--- src/rtl/icache.sv ---
// Direct-mapped read-only instruction cache, one 32-bit word per line.
// Optional macro ICACHE_STAT_EN adds saturating hit/miss counters.
module icache #(
  parameter int unsigned INDEX_WIDTH = 6
) (
`ifdef ICACHE_STAT_EN
  output logic [31:0] hit_count,
  output logic [31:0] miss_count,
`endif
  input  logic        clk_in,
  input  logic        rst_in,
  input  logic        rdy_in,
  input  logic [31:0] pc_from_fetcher,
  input  logic        en_signal_from_fetcher,
  input  logic        drop_flag_from_fetcher,
  output logic        ok_flag_to_fetcher,
  output logic [31:0] inst_to_fetcher,
  output logic [31:0] pc_to_memctrl,
  output logic        en_signal_to_memctrl,
  input  logic        ok_flag_from_memctrl,
  input  logic [31:0] inst_from_memctrl
);

  localparam int unsigned TAG_WIDTH = 32 - 2 - INDEX_WIDTH;
  localparam int unsigned LINES     = 1 << INDEX_WIDTH;

  typedef enum logic [1:0] {IDLE, REQ, WAIT, DONE} state_t;

  state_t                 state, state_next;
  logic [LINES-1:0]       valid;
  logic [TAG_WIDTH-1:0]   tag_mem  [LINES];
  logic [31:0]            data_mem [LINES];
  logic [INDEX_WIDTH-1:0] req_index, lat_index;
  logic [TAG_WIDTH-1:0]   req_tag, lat_tag;
  logic                   hit_c, accept_c, fill_c;
  logic                   unused_pc_bits;

  // Lookup of the incoming PC against the array
  assign req_index      = pc_from_fetcher[INDEX_WIDTH+1:2];
  assign req_tag        = pc_from_fetcher[31:INDEX_WIDTH+2];
  assign hit_c          = valid[req_index] && (tag_mem[req_index] == req_tag);
  assign unused_pc_bits = ^pc_from_fetcher[1:0];

  // State register
  always_ff @(posedge clk_in or negedge rst_in) begin
    if (!rst_in) state <= IDLE;
    else         state <= state_next;
  end

  // Next-state and strobe decode; drop overrides everything while ready
  always_comb begin
    state_next           = state;
    accept_c             = 1'b0;
    fill_c               = 1'b0;
    ok_flag_to_fetcher   = (state == DONE) && rdy_in && !drop_flag_from_fetcher;
    en_signal_to_memctrl = (state == REQ)  && rdy_in && !drop_flag_from_fetcher;
    if (rdy_in) begin
      if (drop_flag_from_fetcher) begin
        state_next = IDLE;
      end else begin
        case (state)
          IDLE: if (en_signal_from_fetcher) begin
            accept_c   = 1'b1;
            state_next = hit_c ? DONE : REQ;
          end
          REQ:  state_next = WAIT;
          WAIT: if (ok_flag_from_memctrl) begin
            fill_c     = 1'b1;
            state_next = DONE;
          end
          DONE: state_next = IDLE;
        endcase
      end
    end
  end

  // Valid bits, latched request and registered fetcher/memctrl outputs
  always_ff @(posedge clk_in or negedge rst_in) begin
    if (!rst_in) begin
      valid           <= '0;
      lat_index       <= '0;
      lat_tag         <= '0;
      inst_to_fetcher <= '0;
      pc_to_memctrl   <= '0;
    end else begin
      if (accept_c) begin
        lat_index <= req_index;
        lat_tag   <= req_tag;
        if (hit_c) inst_to_fetcher <= data_mem[req_index];
        else       pc_to_memctrl   <= {pc_from_fetcher[31:2], 2'b00};
      end
      if (fill_c) begin
        valid[lat_index] <= 1'b1;
        inst_to_fetcher  <= inst_from_memctrl;
      end
    end
  end

  // Tag and data arrays, written only on a completed fill
  always_ff @(posedge clk_in) begin
    if (fill_c) begin
      tag_mem[lat_index]  <= lat_tag;
      data_mem[lat_index] <= inst_from_memctrl;
    end
  end

`ifdef ICACHE_STAT_EN
  // Saturating hit/miss counters, bumped at request acceptance
  always_ff @(posedge clk_in or negedge rst_in) begin
    if (!rst_in) begin
      hit_count  <= '0;
      miss_count <= '0;
    end else if (accept_c) begin
      if (hit_c && (hit_count != 32'hFFFF_FFFF))
        hit_count <= hit_count + 32'd1;
      if (!hit_c && (miss_count != 32'hFFFF_FFFF))
        miss_count <= miss_count + 32'd1;
    end
  end
`endif

endmodule

--- config.mk ---
export PLATFORM = sky130hd
export DESIGN_NAME = icache
export DESIGN_NICKNAME = d
export VERILOG_FILES = /design/src/rtl/icache.sv
export SDC_FILE = /design/constraint.sdc
export NUM_CORES = 2
export LEC_CHECK = 0
export BUFFER_PORTS_ARGS = -buffer_cell sky130_fd_sc_hd__buf_2
export CORE_UTILIZATION = 43
export DETAILED_ROUTE_END_ITERATION = 12
export HOLD_SLACK_MARGIN = 0.12
export SYNTH_ARGS = -nofsm -noshare
export SYNTH_HDL_FRONTEND = slang
export SYNTH_SLANG_ARGS = --single-unit
--- constraint.sdc ---
create_clock -name clk_in -period 4.2 [get_ports clk_in]
set_input_delay 1.26 -clock clk_in [delete_from_list [all_inputs] [get_ports clk_in]]
set_output_delay 1.26 -clock clk_in [all_outputs]
set_load 0.1 [all_outputs]
== Word level (Yosys, flattened, before mapping) ==
Memory sizes are Yosys's and may differ from the RTL's.
Cells that the tools add are included.

* Register bits after elaboration: 158
* Bits of input ports: 70
* Bits in read-only memories: 0
* Memory bits (writable): 3584
* Memories kept: 2
* Latch bits: 0
* Output and inout port bits: 66

* Reductions and logical operators: 13
* $add $sub $neg: 0
* Multipliers: 0
* Bitwise gates (word level): 2
* Div/mod/pow operators: 0
* Eq/ne operators: 6
* Magnitude comparators: 3
* Mux-type cells: 22
* Shifts and indexed selects: 0

{| class="wikitable"
|+ Memory list
! name !! words !! width !! rd ports !! clocked after Yosys merged registers in !! wr ports !! line !! text
|-
| data_mem || 64 || 32 || 1 || 0 || 1 || 32 || <nowiki>logic [31:0] data_mem [LINES];</nowiki>
|-
| tag_mem || 64 || 24 || 1 || 0 || 1 || 31 || <nowiki>logic [TAG_WIDTH-1:0] tag_mem [LINES];</nowiki>
|}

{| class="wikitable"
|+ Operators with widths
! kind !! count
|-
| two-way mux 32 bit || 3
|-
| OR 64 bit || 1
|-
| equality test 24 bit || 1
|-
| < comparator 6 x 7 -> 1 bit, second input constant || 2
|-
| two-way mux 1 bit || 12
|-
| two-way mux 2 bit || 4
|-
| case mux 2 bit (4 select lines) || 1
|-
| binary-select mux 1 bit (select 6 bit) || 1
|-
| demux 1 bit (select 6 bit) || 1
|-
| greater-or-equal comparator 6 x 1 -> 1 bit, second input constant || 1
|-
| logical AND 1 bit || 6
|-
| inequality test 3 bit, second input constant || 2
|-
| equality test 2 bit, second input constant || 2
|-
| AND reduction 2 bit || 2
|-
| nonzero test 2 bit || 2
|-
| AND reduction 3 bit || 1
|-
| equality test 2 x 1 -> 1 bit, second input constant || 1
|-
| logical NOT 2 bit || 1
|-
| logical NOT 1 bit || 1
|-
| inverter 1 bit || 1
|}

== Depth between registers and ports, before layout ==
* Depth in word-level cells: 7
* Gate-level depth with buffers: 18

== Worst setup path before layout ==
OpenSTA, ideal clock, no wires.

* Path kind: input to register
* From: in rdy_in
* To: mem data_mem[31][0], enable pin
* Buffers on the path: 1
* Data required time: 3729 ps
* Arrival time: 4657 ps
* Setup slack: -928 ps
* Library setup time: 471 ps
* Stages: 5
* Path through: nor2b_1 > and3_1 > clkbuf_1 > nand4_1 > nor2_1

* Cells in the longest elaborated chain, start to end: 3

{| class="wikitable"
|+ Ends and longest elaborated chain
! item !! line !! text
|-
| from (decl) || 12 || <nowiki>input logic rdy_in,</nowiki>
|-
| two-way mux 1 bit || 57 || <nowiki>if (rdy_in) begin</nowiki>
|-
| two-way mux 1 bit || 101 || <nowiki>if (fill_c) begin</nowiki>
|-
| two-way mux 1 bit (not written as such) || 103 || <nowiki>data_mem[lat_index] <= inst_from_memctrl;</nowiki>
|-
| to (decl) || 32 ||
|}

Every way passes these cells.

== Final worst setup path ==
* From: in pc_from_fetcher[2]
* To: reg pc_to_memctrl[8]

* Cells in the longest elaborated chain, start to end: 5
* Elaborated cells on any way between the ends: 7
* Classes of those cells: 1 x eq/ne; 2 x mux; 1 x bitwise; 2 x reduce/logical; 1 x memory

{| class="wikitable"
|+ Ends and longest elaborated chain
! item !! line !! text
|-
| from (decl) || 13 || <nowiki>input logic [31:0] pc_from_fetcher,</nowiki>
|-
| memory (64 x 24 bit) / binary-select mux 1 bit (select 6 bit) (equally long branches) || -- ||
|-
| equality test 24 bit / two-way mux 1 bit (equally long branches) || 41 || <nowiki>assign hit_c = valid[req_index] && (tag_mem[req_index] == req_tag);</nowiki>
|-
| logical AND 1 bit (*) || 41 ||
|-
| inverter 1 bit (no line) (*) || -- ||
|-
| AND reduction 2 bit (no line) (*) || -- ||
|-
| to (signal assigned) || 90 || <nowiki>else pc_to_memctrl <= {pc_from_fetcher[31:2], 2'b00};</nowiki>
|-
| to (decl) || 18 || <nowiki>output logic [31:0] pc_to_memctrl,</nowiki>
|}

Mark *: on every way between the ends. The rest lies on a longest branch, timed or not. The select of a mux whose other input is x is not followed.
A chain may end at the register's enable or synchronous reset.

==> metrics.csv <==
metric,value,unit
non-filler instance count after layout,11900,
Slew @ Worst Pin,1.38,ns
synthesized flop and latch total,3742,
Synth Instances,6428,
final worst slack,-0.430,ns
PD cells,496,nW/um2
Compound-Gate Fraction of Synth Area,0.0201,
placed insts,11200,
DPL Wire Length,230000,um
clock slew at the register clock pins of the worst setup and hold paths,0.06,ns
grt ovf,0,
Port Buffer Count,131,
most frequent cells in the layout,"3584 x edfxtp_1, 905 x mux4_2, 426 x buf_4, 393 x clkbuf_16, 374 x mux2i_1",
Lkg Pwr,55.3,nW
pin count of the biggest net entering global routing,152,
slew margin rel.,0.0832,
"EDFF count, synth",3584,
period utilization,1.10,
crit path kind,input port to flop,
clk_lat worst skew,0.92,ns
CTS sink cnt,3742,
router iterations before antenna repair,6,
crit path cell chain,buf_16 -> buf_16 -> buf_4 -> buf_12 -> mux4_2 -> a22oi_2 -> o2111ai_4 -> or4_4 -> xor2_1 -> a211oi_2 -> nand4_1 -> buf_6 -> or4_4 -> nand2_8 -> buf_12 -> buf_12 -> mux2_4,
Main synth FF type,edfxtp_1,
register area share after synthesis,0.774,
post-synthesis adder-cell area fraction,0.000347,
r2r setup slk,0.07,ns
Die X,581,um
hold crit path type,input port to asynchronous set/reset pin,
Finish-stage setup viols,63,
DRT iter0 DRCs,10800,
"Req. time, crit path",4.99,ns
synthesis-to-layout area growth,16.9,%
vias in the first global route,73800,
critical path's slowest cell,or4_4,
Peak Freq,216,MHz
synthesized cell area,144000,um2
Seq pwr share,0.516,
simple-gate share of the synthesized area,0.0178,
row cnt,212,
clock power share,0.392,
chip height,581,um
Post-DRT Antenna Nets,0,
final instance area,169000,um2
Global Route Usage Sum,0.257,
status,"finished, violations left",
R2R depth,15,
final setup skew,0.0517,ns
share of cells above drive strength 1,0.329,
Worst setup SP type,input port,
crit path capture type,flop,
Core ar.,333000,um2
GPL Wtd Cong,0.847,
total power,83.5,mW
# nets final,7296,
DP Worst Slack,-1.49,ns
Worst VDD drop,0.000446,V
vias per std cell,6.26,
crit path launch,pc_from_fetcher[2],
largest family of logic cells by synthesized area,multiplexers,
RR Endpoint,pc_to_memctrl[8]$_DFFE_PN0P_,
Synth Area in XOR/XNOR,0.00140,
Crit path largest cell delay,0.55,ns
RR Startpoint,tag_mem[33][21]$_DFFE_PP_,
RSZ-0062 raised after global routing,true,
"wirelength, routed",439000,um
initial core utilization,0.432,
first-pass GRT wire length,601000,um
mux contribution to synthesized area,0.172,
drt wl/cell,36.9,um
"Max FO, Critical Path",7,
Int Pwr,63.4,mW
Psw,20.1,mW
max_cap viols,0,
H-tree depth,5,
most frequent CP cell,buf_12,
Final Hold Fails,0,
via count,74600,
Post-synth ARST share,0.0422,
warning count from the yosys run,0,
Fillers,26100,
Root Buffer,clkbuf_16,
area post-placement,155000,um2
Clock Path Buffers,4,
minimum clock period,4.63,ns
cts bufs inserted,379,
synthesized area per cell,22.4,um2
initial antenna violation count,25,
die area,337000,um2
sw frac,0.240,
IO Pins,136,
count of different cell masters after synthesis,72,
failing checks,negative setup slack,
DRC,0,
Hold WS,0.275,ns
CP Capture Point,pc_to_memctrl[8]$_DFFE_PN0P_,
Comb pwr share,0.092,
CTS tree,yes,
Arrival @ worst endpoint,5.42,ns
"leading cell type in the layout, fill and taps excluded",edfxtp_1,
Final Max Tran Viols,0,
metal layers:
metal,part of all wire,vias up,GRT usage
li1,-,28700,-
met1,0.39,40600,0.365
met2,0.48,4384,0.407
met3,0.095,782,0.0411
met4,0.035,10,0.0836
met5,0.00013,-,0
cell type report:
class	count	area [um2]	share of cell area
Inverter	11	48.8	0.000290
Antenna cell	7	17.5	0.000104
Tap cell	4387	5490	0.0326
Sequential cell	3742	112000	0.662
Timing Repair Buffer	767	8070	0.0479
Clock inverter	190	1590	0.00941
Multi-Input combinational cell	2321	31500	0.187
Clock buffer	489	10200	0.0606
worst max-delay path, delay by kind of cell:
family                    cells  cell delay, ns
muxes                         2            0.80
AOI/OAI and AO/OA             3            0.78
xor gates and xnor gates      1            0.17
and+or+nand+nor               4            1.33
buffers and inverters         7            1.03
power groups by stage:
stage	registers, mW	logic [mW]	clock network [mW]
floorplan	46.0	2.42	0
global placement	43.8	7.37	0
detailed placement	43.8	7.51	0
CTS	43.1	7.63	33.1
global route	43.1	8.03	34.4
finish	43.1	7.70	32.7
worst min path at each step:
stage,from,endpoint,depth (start not counted)
3_3_place_gp,valid[3]$_DFFE_PN0P_,valid[3]$_DFFE_PN0P_,1
2_1_floorplan,valid[10]$_DFFE_PN0P_,valid[10]$_DFFE_PN0P_,1
4_1_cts,rst_in,lat_tag[21]$_DFFE_PN0P_,1
6_report,rst_in,lat_tag[21]$_DFFE_PN0P_,1
5_1_grt,rst_in,lat_tag[21]$_DFFE_PN0P_,1
3_5_place_dp,valid[62]$_DFFE_PN0P_,valid[62]$_DFFE_PN0P_,1
metrics by stage:
step | utilization | setup TNS [ns]
finish | 0.505 | -21.52
detailed placement | 0.466 | -86.43
global route | 0.505 | -20.78
global placement | 0.466 | -86.60
CTS | 0.504 | -13.04
floorplan | - | -2779.28
cells by family after synthesis:
| group | count (synthesis) |
|---|---|
| DFF | 3742 |
| muxes | 1332 |
| and+or+nand+nor | 530 |
| AOI/OAI and AO/OA | 430 |
| buffers and inverters | 366 |
| xor gates and xnor gates | 23 |
| adders and majority gates | 4 |
| other | 1 |
synth_stat cells (5+ instances only):
library cell     n  area [um2]
buf_6           27         304
xnor2_1         12         105
a31oi_1         39         244
o22ai_1         27         169
mux2i_1        375        3750
mux4_2         905       20400
a22oi_1        130         976
mux2_2          24         270
dfrtp_1        158        3950
clkbuf_1       109         409
and2_1          17         106
edfxtp_1      3584      108000
nor2_1         135         507
a211oi_1        25         188
nor2b_1         23         144
buf_4           34         255
nand2_1        154         578
mux2_4          28         420
nand3_1         59         295
xor2_1          11        96.3
buf_2          125         626
a32oi_1          5        43.8
nand3b_1         5        37.5
a221oi_1        14         123
o21ai_0         59         295
buf_1           52         195
nand4_1         15        93.8
or2_2           67         419
o211ai_1        10        75.1
inv_1           10        37.5
buf_12           6         120
nand2b_1        13        81.3
a21oi_1         78         390
nor3_1          17        85.1
a2bb2oi_1        7        61.3
registers in the layout (all words and copies together), names as in the netlist:
register	flops
lat_index	6
valid	64
data_mem	2048
inst_to_fetcher	32
lat_tag	24
pc_to_memctrl	30
tag_mem	1536
state	2
repair_timing:
item	CTS	global route
hold buffers	0	0
gates resized for setup	127	59
pin swaps	11	24
cloned	5	5
endpoints found under the setup margin	63	63
buffers inserted	22	8
Power figures use the tool's default switching activity.
